## src/rtl/fb_mem_scheduler_if.sv

```systemverilog
// Bus bundle between game/VGA logic and the frame-buffer port scheduler.
// master = game/VGA side, slave = scheduler side.
interface fb_mem_scheduler_if #(
  parameter int ADDR_W = 16
);
  logic              vga_active;
  logic [ADDR_W-1:0] vga_addr;
  logic              vblank;
  logic              wr_valid;
  logic              wr_ready;
  logic [ADDR_W-1:0] wr_addr;
  logic [2:0]        wr_data;
  logic              clr_req;
  logic              clr_busy;
  logic              clr_done;
  logic [ADDR_W-1:0] mem_addr;
  logic              mem_we;
  logic [2:0]        mem_wdata;

  modport master (
    output vga_active, vga_addr, vblank, wr_valid, wr_addr, wr_data, clr_req,
    input  wr_ready, clr_busy, clr_done, mem_addr, mem_we, mem_wdata
  );

  modport slave (
    input  vga_active, vga_addr, vblank, wr_valid, wr_addr, wr_data, clr_req,
    output wr_ready, clr_busy, clr_done, mem_addr, mem_we, mem_wdata
  );
endinterface

```

## src/rtl/fb_mem_scheduler.sv

```systemverilog
// Single-port frame-buffer arbiter: scanout reads > clear engine > buffered pixel writes.
// Optional FB_VBLANK_ONLY_EN restricts all RAM writes to vertical blanking.
module fb_mem_scheduler #(
  parameter int         FB_WORDS  = 19200,
  parameter int         ADDR_W    = 16,
  parameter int         FIFO_LOG2 = 3,
  parameter logic [2:0] CLR_CODE  = 3'd0
) (
  input logic               dclk,
  input logic               clr,
  fb_mem_scheduler_if.slave bus
);

  localparam int                  DEPTH     = 1 << FIFO_LOG2;
  localparam logic [ADDR_W-1:0]   LAST_ADDR = ADDR_W'(FB_WORDS - 1);
  localparam logic [ADDR_W-1:0]   ADDR_ONE  = {{(ADDR_W-1){1'b0}}, 1'b1};
  localparam logic [ADDR_W-1:0]   ADDR_ZERO = {ADDR_W{1'b0}};
  localparam logic [FIFO_LOG2-1:0] PTR_ONE  = {{(FIFO_LOG2-1){1'b0}}, 1'b1};
  localparam logic [FIFO_LOG2:0]  CNT_ONE   = {{FIFO_LOG2{1'b0}}, 1'b1};
  localparam logic [FIFO_LOG2:0]  CNT_ZERO  = {(FIFO_LOG2+1){1'b0}};
  localparam logic [FIFO_LOG2:0]  CNT_FULL  = (FIFO_LOG2+1)'(DEPTH);

  typedef enum logic [1:0] {
    IDLE  = 2'd0,
    DRAIN = 2'd1,
    CLEAR = 2'd2
  } state_e;

  typedef struct packed {
    logic [ADDR_W-1:0] addr;
    logic [2:0]        data;
  } entry_t;

  state_e               state_q, state_d;
  entry_t               fifo_q [DEPTH];
  entry_t               fifo_d [DEPTH];
  logic [FIFO_LOG2-1:0] rd_ptr_q, rd_ptr_d, wr_ptr_q, wr_ptr_d;
  logic [FIFO_LOG2:0]   count_q, count_d;
  logic [ADDR_W-1:0]    cnt_q, cnt_d;
  logic                 pend_q, pend_d;
  logic                 busy_q, busy_d;
  logic                 done_q, done_d;
  logic                 ready_q, ready_d;
  logic                 slot_free_s, push_s, pop_s, clr_wr_s, fifo_empty_s;

`ifdef FB_VBLANK_ONLY_EN
  assign slot_free_s = bus.vblank & ~bus.vga_active;
`else
  logic unused_vblank_s;
  assign unused_vblank_s = bus.vblank;
  assign slot_free_s     = ~bus.vga_active;
`endif

  assign fifo_empty_s = (count_q == CNT_ZERO);
  assign push_s       = bus.wr_valid & ready_q;
  assign bus.wr_ready = ready_q;
  assign bus.clr_busy = busy_q;
  assign bus.clr_done = done_q;

  // Port mux: scanout owns the address whenever active, independent of state.
  always_comb begin
    bus.mem_addr  = bus.vga_addr;
    bus.mem_we    = 1'b0;
    bus.mem_wdata = 3'd0;
    pop_s         = 1'b0;
    clr_wr_s      = 1'b0;
    if (bus.vga_active) begin
      bus.mem_addr = bus.vga_addr;
    end else if ((state_q == CLEAR) && slot_free_s) begin
      bus.mem_addr  = cnt_q;
      bus.mem_wdata = CLR_CODE;
      bus.mem_we    = 1'b1;
      clr_wr_s      = 1'b1;
    end else if ((state_q != CLEAR) && !fifo_empty_s && slot_free_s) begin
      bus.mem_addr  = fifo_q[rd_ptr_q].addr;
      bus.mem_wdata = fifo_q[rd_ptr_q].data;
      bus.mem_we    = 1'b1;
      pop_s         = 1'b1;
    end else begin
      bus.mem_we = 1'b0;
    end
  end

  // FIFO bookkeeping, clear sequencing and next-state logic.
  always_comb begin
    fifo_d   = fifo_q;
    wr_ptr_d = wr_ptr_q;
    rd_ptr_d = rd_ptr_q;
    count_d  = count_q;
    state_d  = state_q;
    cnt_d    = cnt_q;
    pend_d   = pend_q;
    done_d   = 1'b0;

    if (push_s) begin
      fifo_d[wr_ptr_q] = '{addr: bus.wr_addr, data: bus.wr_data};
      wr_ptr_d         = wr_ptr_q + PTR_ONE;
    end else begin
      wr_ptr_d = wr_ptr_q;
    end

    if (pop_s) begin
      rd_ptr_d = rd_ptr_q + PTR_ONE;
    end else begin
      rd_ptr_d = rd_ptr_q;
    end

    case ({push_s, pop_s})
      2'b10:   count_d = count_q + CNT_ONE;
      2'b01:   count_d = count_q - CNT_ONE;
      default: count_d = count_q;
    endcase

    // Requests arriving while busy collapse into a single pending clear.
    if (bus.clr_req && (state_q != IDLE)) begin
      pend_d = 1'b1;
    end else begin
      pend_d = pend_q;
    end

    case (state_q)
      IDLE: begin
        if (bus.clr_req) begin
          state_d = (count_d == CNT_ZERO) ? CLEAR : DRAIN;
          cnt_d   = ADDR_ZERO;
        end else begin
          state_d = IDLE;
        end
      end
      DRAIN: begin
        if (count_d == CNT_ZERO) begin
          state_d = CLEAR;
          cnt_d   = ADDR_ZERO;
        end else begin
          state_d = DRAIN;
        end
      end
      CLEAR: begin
        if (clr_wr_s && (cnt_q == LAST_ADDR)) begin
          done_d = 1'b1;
          cnt_d  = ADDR_ZERO;
          if (pend_q || bus.clr_req) begin
            state_d = CLEAR;
            pend_d  = 1'b0;
          end else begin
            state_d = IDLE;
          end
        end else if (clr_wr_s) begin
          cnt_d = cnt_q + ADDR_ONE;
        end else begin
          cnt_d = cnt_q;
        end
      end
      default: begin
        state_d = IDLE;
      end
    endcase

    busy_d  = (state_d != IDLE);
    ready_d = (count_d != CNT_FULL) && (state_d != DRAIN);
  end

  // State and FIFO registers; reset abandons any clear and discards buffered writes.
  always_ff @(posedge dclk or posedge clr) begin
    if (clr) begin
      state_q  <= IDLE;
      wr_ptr_q <= {FIFO_LOG2{1'b0}};
      rd_ptr_q <= {FIFO_LOG2{1'b0}};
      count_q  <= CNT_ZERO;
      cnt_q    <= ADDR_ZERO;
      pend_q   <= 1'b0;
      busy_q   <= 1'b0;
      done_q   <= 1'b0;
      ready_q  <= 1'b1;
      for (int i = 0; i < DEPTH; i++) begin
        fifo_q[i] <= '{addr: ADDR_ZERO, data: 3'd0};
      end
    end else begin
      state_q  <= state_d;
      wr_ptr_q <= wr_ptr_d;
      rd_ptr_q <= rd_ptr_d;
      count_q  <= count_d;
      cnt_q    <= cnt_d;
      pend_q   <= pend_d;
      busy_q   <= busy_d;
      done_q   <= done_d;
      ready_q  <= ready_d;
      fifo_q   <= fifo_d;
    end
  end

endmodule

```

## src/flat_wrapper.sv

```systemverilog
// flat-port wrapper written by rule: the top's interface ports become plain ports
module fb_mem_scheduler_flat 
#(
  parameter int         FB_WORDS  = 19200,
  parameter int         ADDR_W    = 16,
  parameter int         FIFO_LOG2 = 3,
  parameter logic [2:0] CLR_CODE  = 3'd0
)
  (dclk, clr, bus_vga_active, bus_vga_addr, bus_vblank, bus_wr_valid, bus_wr_addr, bus_wr_data, bus_clr_req, bus_wr_ready, bus_clr_busy, bus_clr_done, bus_mem_addr, bus_mem_we, bus_mem_wdata);
  fb_mem_scheduler_if #(.ADDR_W(ADDR_W)) bus_i ();
  input logic dclk;
  input logic clr;
  input wire logic [$bits(bus_i.vga_active)-1:0] bus_vga_active;
  input wire logic [$bits(bus_i.vga_addr)-1:0] bus_vga_addr;
  input wire logic [$bits(bus_i.vblank)-1:0] bus_vblank;
  input wire logic [$bits(bus_i.wr_valid)-1:0] bus_wr_valid;
  input wire logic [$bits(bus_i.wr_addr)-1:0] bus_wr_addr;
  input wire logic [$bits(bus_i.wr_data)-1:0] bus_wr_data;
  input wire logic [$bits(bus_i.clr_req)-1:0] bus_clr_req;
  output wire logic [$bits(bus_i.wr_ready)-1:0] bus_wr_ready;
  output wire logic [$bits(bus_i.clr_busy)-1:0] bus_clr_busy;
  output wire logic [$bits(bus_i.clr_done)-1:0] bus_clr_done;
  output wire logic [$bits(bus_i.mem_addr)-1:0] bus_mem_addr;
  output wire logic [$bits(bus_i.mem_we)-1:0] bus_mem_we;
  output wire logic [$bits(bus_i.mem_wdata)-1:0] bus_mem_wdata;
  assign bus_i.vga_active = bus_vga_active;
  assign bus_i.vga_addr = bus_vga_addr;
  assign bus_i.vblank = bus_vblank;
  assign bus_i.wr_valid = bus_wr_valid;
  assign bus_i.wr_addr = bus_wr_addr;
  assign bus_i.wr_data = bus_wr_data;
  assign bus_i.clr_req = bus_clr_req;
  assign bus_wr_ready = bus_i.wr_ready;
  assign bus_clr_busy = bus_i.clr_busy;
  assign bus_clr_done = bus_i.clr_done;
  assign bus_mem_addr = bus_i.mem_addr;
  assign bus_mem_we = bus_i.mem_we;
  assign bus_mem_wdata = bus_i.mem_wdata;
  fb_mem_scheduler #(.FB_WORDS(FB_WORDS), .ADDR_W(ADDR_W), .FIFO_LOG2(FIFO_LOG2), .CLR_CODE(CLR_CODE)) u_core (.dclk(dclk), .clr(clr), .bus(bus_i));
endmodule
```

## config.mk

```make
export PLATFORM = sky130hd
export DESIGN_NAME = fb_mem_scheduler_flat
export DESIGN_NICKNAME = d
export VERILOG_FILES = /design/src/rtl/fb_mem_scheduler_if.sv /design/src/rtl/fb_mem_scheduler.sv /design/src/flat_wrapper.sv
export SDC_FILE = /design/constraint.sdc
export NUM_CORES = 1
export LEC_CHECK = 0
export ABC_AREA = 1
export CORE_ASPECT_RATIO = 0.7
export CORE_UTILIZATION = 49
export CTS_CLUSTER_DIAMETER = 30
export CTS_CLUSTER_SIZE = 14
export DETAILED_ROUTE_END_ITERATION = 8
export MAX_ROUTING_LAYER = met4
export PLACE_DENSITY = 0.68
export RECOVER_POWER = 25
export SLEW_MARGIN = 25
export SYNTH_ARGS = -nofsm -noshare
export SYNTH_HDL_FRONTEND = slang
export SYNTH_SLANG_ARGS = --single-unit
```

## constraint.sdc

```tcl
create_clock -name dclk -period 7.8 [get_ports dclk]
set_input_delay 1.17 -clock dclk [delete_from_list [all_inputs] [get_ports dclk]]
set_output_delay 1.17 -clock dclk [all_outputs]
set_load 0.03 [all_outputs]
```

==> impl_results.md <==
- TritonCTS clock tree: built
- Max VDD drop: 0.000222 V
- Clk buf depth: 2
- GPL Wtd Cong: between 0.8 and 0.9
- Cts bufs inserted: 17
- Yosys warning total: 0
- Row count: 40
- Met3 Track Usage GR: 0.0467
- Avg Inst Size Synth: around 8.3 µm²
- Worst slew margin: -1.02
- Status: complete, but fails checks
- Reg2Reg Depth: 13
- Worst R2R End: u_core.cnt_q[6]$_DFFE_PP0P_
- Most used cell, CP: nand2_1
- Die area: 18600 µm²
- Htree depth: 4
- Worst reg2reg setup slack: between 4 and 5 ns
- IO Port Bufs: 62
- Cell Area, Synth: 8840 µm²
- Post-synth EDFFs: 0
- Number of setup violations in the final report: 0
- First-pass GRT wire length: 36.8 mm
- Clk sinks: 184
- Hold Slack: 0.479 ns
- 1st-iter DRT viols: roughly 950
- Hold_buf cts: 0
- IO Count: 64
- WP depth: 9
- Dominant synthesized flop cell: dfrtp_1
- CTS root buf: clkbuf_16
- Post-CTS resize count: 0
- Die height: ~110 µm
- Antenna-violating nets left: 0
- DRC viols: 0
- Number of global-route vias before repair: 6807
- Layout fillers: 1585
- ANT cells: 0
- Clock Skews: ~0.013 ns
- CP top delay family: buffers and inverters
- Initial Util: 0.507
- Setup repair after global routing missed its margin: no
- Worst setup SP type: input pin
- Nets: 1141
- Post-DP HPWL: 13.7 mm
- Crit. Startpoint: bus_vga_active
- Leak pwr: about 4.6 nW
- Syn nets: 1113
- Pin count of the biggest net entering global routing: 78
- Worst setup endpoint: bus_mem_addr[13]
- Setup TNS: 0 ns
- GRT Max-Usage Layer: met1
- Initial antenna violation count: 0
- Final Instance Area: 10200 µm²
- Hold WC Path Type: flop to flop
- All-Layer GR Usage: 0.266
- Grt ovf: 0
- Crit Path Max Fanout: 20
- Max-cap viol count: 6
- Core area: 17400 µm²
- Yosys cell types: 37
- DP Area: 9590 µm²
- Met1 GRT Util: 0.397
- Seq cells post-synth: 184
- Crit end category: output pin
- Minimum clock period: 5.51 ns
- Area growth, synth to finish: 15.2%
- Die Span X: 163 µm
- Sequential-to-total area share from yosys stat: 0.521
- Slew Limit Fails: ~260
- Worst path max stage delay: roughly 0.74 ns
- Clock Pin Slew Worst Setup and Hold Paths: ~0.060 ns
- Post CTS Setup Buffer Count: 0
- Crit path buffers/inverters: 4
- Crit-path slowest cell: nor2_1
- Vias: approximately 7500
- First drt pass iteration count: 5
- Required @ worst endpoint: 6.63 ns
- Share of async-settable or async-resettable flops after synthesis: 1.00
- Final wirelength: 22.7 mm
- Post-Synthesis Cells: 1067
- Layout cell share with drive strength beyond 1: 0.0785
- Worst R2R Start: u_core.state_q[1]$_DFF_PP0_
- Max Clk Rate: 181 MHz
- Worst path cell trace: dlygate4sd3_1 -> a21oi_1 -> nand2_1 -> inv_1 -> buf_4 -> nor2_1 -> nand2_1 -> o211ai_1 -> clkdlybuf4s50_1
- Part of the cycle the worst path needs: 0.707
- Final Hold Fails: 0
- Measured slew at the worst slew-check pin: 3.02 ns
- Critical path data arrival time: 4.34 ns
- Kind of critical path: input pin to output pin
- Worst-Skew Late Latency: 0.43 ns
- Grt met2 use: 0.369
- Failing checks: capacitance limit, slew limit
- Pwr dens: between 400 and 500 nW/µm²
- WL per Instance: around 17 µm
- Vias/cell: 5.59
[cell usage after synthesis (11+ instances only)]
master / instances / share of area
clkbuf_1: 62 / 0.026
o221ai_1: 25 / 0.025
o21ai_0: 234 / 0.13
nand2_1: 229 / 0.097
dfrtp_1: 183 / 0.52
nand2_2: 22 / 0.016
nand3_1: 36 / 0.020
o211ai_1: 20 / 0.017
inv_1: 62 / 0.026
nor3_1: 11 / 0.0062
nor2_1: 106 / 0.045
[placed cells by master, fill, tap and decap left out, drive strengths merged, types with 2 or more instances in the layout]
cell type	instances
a21oi	7
buf	11
bufinv	4
clkbuf	25
clkdlybuf4s50	59
clkinv	4
clkinvlp	5
dfrtp	183
dlygate4sd3	3
ha	5
inv	64
nand2	253
nand3	38
nand4	7
nor2	110
nor3	11
nor3b	3
nor4	4
o211ai	20
o21ai	239
o221a	6
o221ai	25
o22ai	7
or2	2
xor2	7
[power by group]
| group | internal [mW] | leakage [nW] | switching, mW |
|---|---|---|---|
| registers | 1.38 | 2.36 | 0.230 |
| clock network | 0.552 | 0.298 | 0.370 |
| logic | 0.605 | 1.90 | 1.07 |
| total | 2.54 | 4.56 | 1.67 |
[worst min-delay path by stage]
stage	from	to	depth (start not counted)
floorplan	u_core.fifo_q[100]$_DFFE_PP0P_	u_core.fifo_q[100]$_DFFE_PP0P_	2
global placement	u_core.fifo_q[135]$_DFFE_PP0P_	u_core.fifo_q[135]$_DFFE_PP0P_	2
detailed placement	u_core.fifo_q[111]$_DFFE_PP0P_	u_core.fifo_q[111]$_DFFE_PP0P_	2
CTS	u_core.fifo_q[111]$_DFFE_PP0P_	u_core.fifo_q[111]$_DFFE_PP0P_	2
global route	u_core.fifo_q[55]$_DFFE_PP0P_	u_core.fifo_q[55]$_DFFE_PP0P_	2
finish	u_core.fifo_q[111]$_DFFE_PP0P_	u_core.fifo_q[111]$_DFFE_PP0P_	2
[through the flow]
stage	setup WS (ns)	utilization	total power, mW	instances
2_1_floorplan	1.63	-	2.80	1067
3_3_place_gp	2.44	0.551	3.24	1307
3_5_place_dp	2.39	0.551	3.28	1307
4_1_cts	2.37	0.587	4.22	1339
5_1_grt	2.01	0.585	4.53	1339
6_report	2.29	0.585	4.21	1339
[routing by layer]
| layer | routed length (µm) | part of all wire | up-vias |
|---|---|---|---|
| met5 | 0 | 0 | - |
| met4 | 403 | 0.018 | 0 |
| met3 | 1350 | 0.059 | 22 |
| met2 | 9540 | 0.42 | 243 |
| met1 | 11400 | 0.50 | 3589 |
| li1 | - | - | 3634 |
[logic make-up after synthesis]
| family | synth area share |
|---|---|
| flops | 0.521 |
| xor+xnor | 0.00793 |
| fa+ha+maj | 0.00708 |
| buf+inv | 0.0599 |
| simple gates | 0.206 |
| compound gates | 0.198 |
[registers in the layout (all words and copies together) (netlist names)]
signal and count:
u_core.state_q 2, u_core.bus.wr_ready 1, u_core.pend_q 1, u_core.bus.clr_done 1, u_core.bus.clr_busy 1, u_core.count_q 4, u_core.fifo_q 152, u_core.rd_ptr_q 3
u_core.cnt_q 16, u_core.wr_ptr_q 3
[layout make-up]
type	instances	area, µm²	share of cell area
timing repair buffer	78	722	0.0709
clock inverter	12	174	0.0171
tap	231	289	0.0284
sequential	184	4610	0.452
clock buffer	20	457	0.0449
multi-input combinational	749	3690	0.362
inverter	65	245	0.0241
[worst min-delay path, delay by kind of cell (launching register included)]
family           cells  cell delay (ns)
flip-flops           1             0.34
AND/OR/NAND/NOR      1             0.05
AO/OA/AOI/OAI        1             0.05
(Power assumes the default switching activity.)
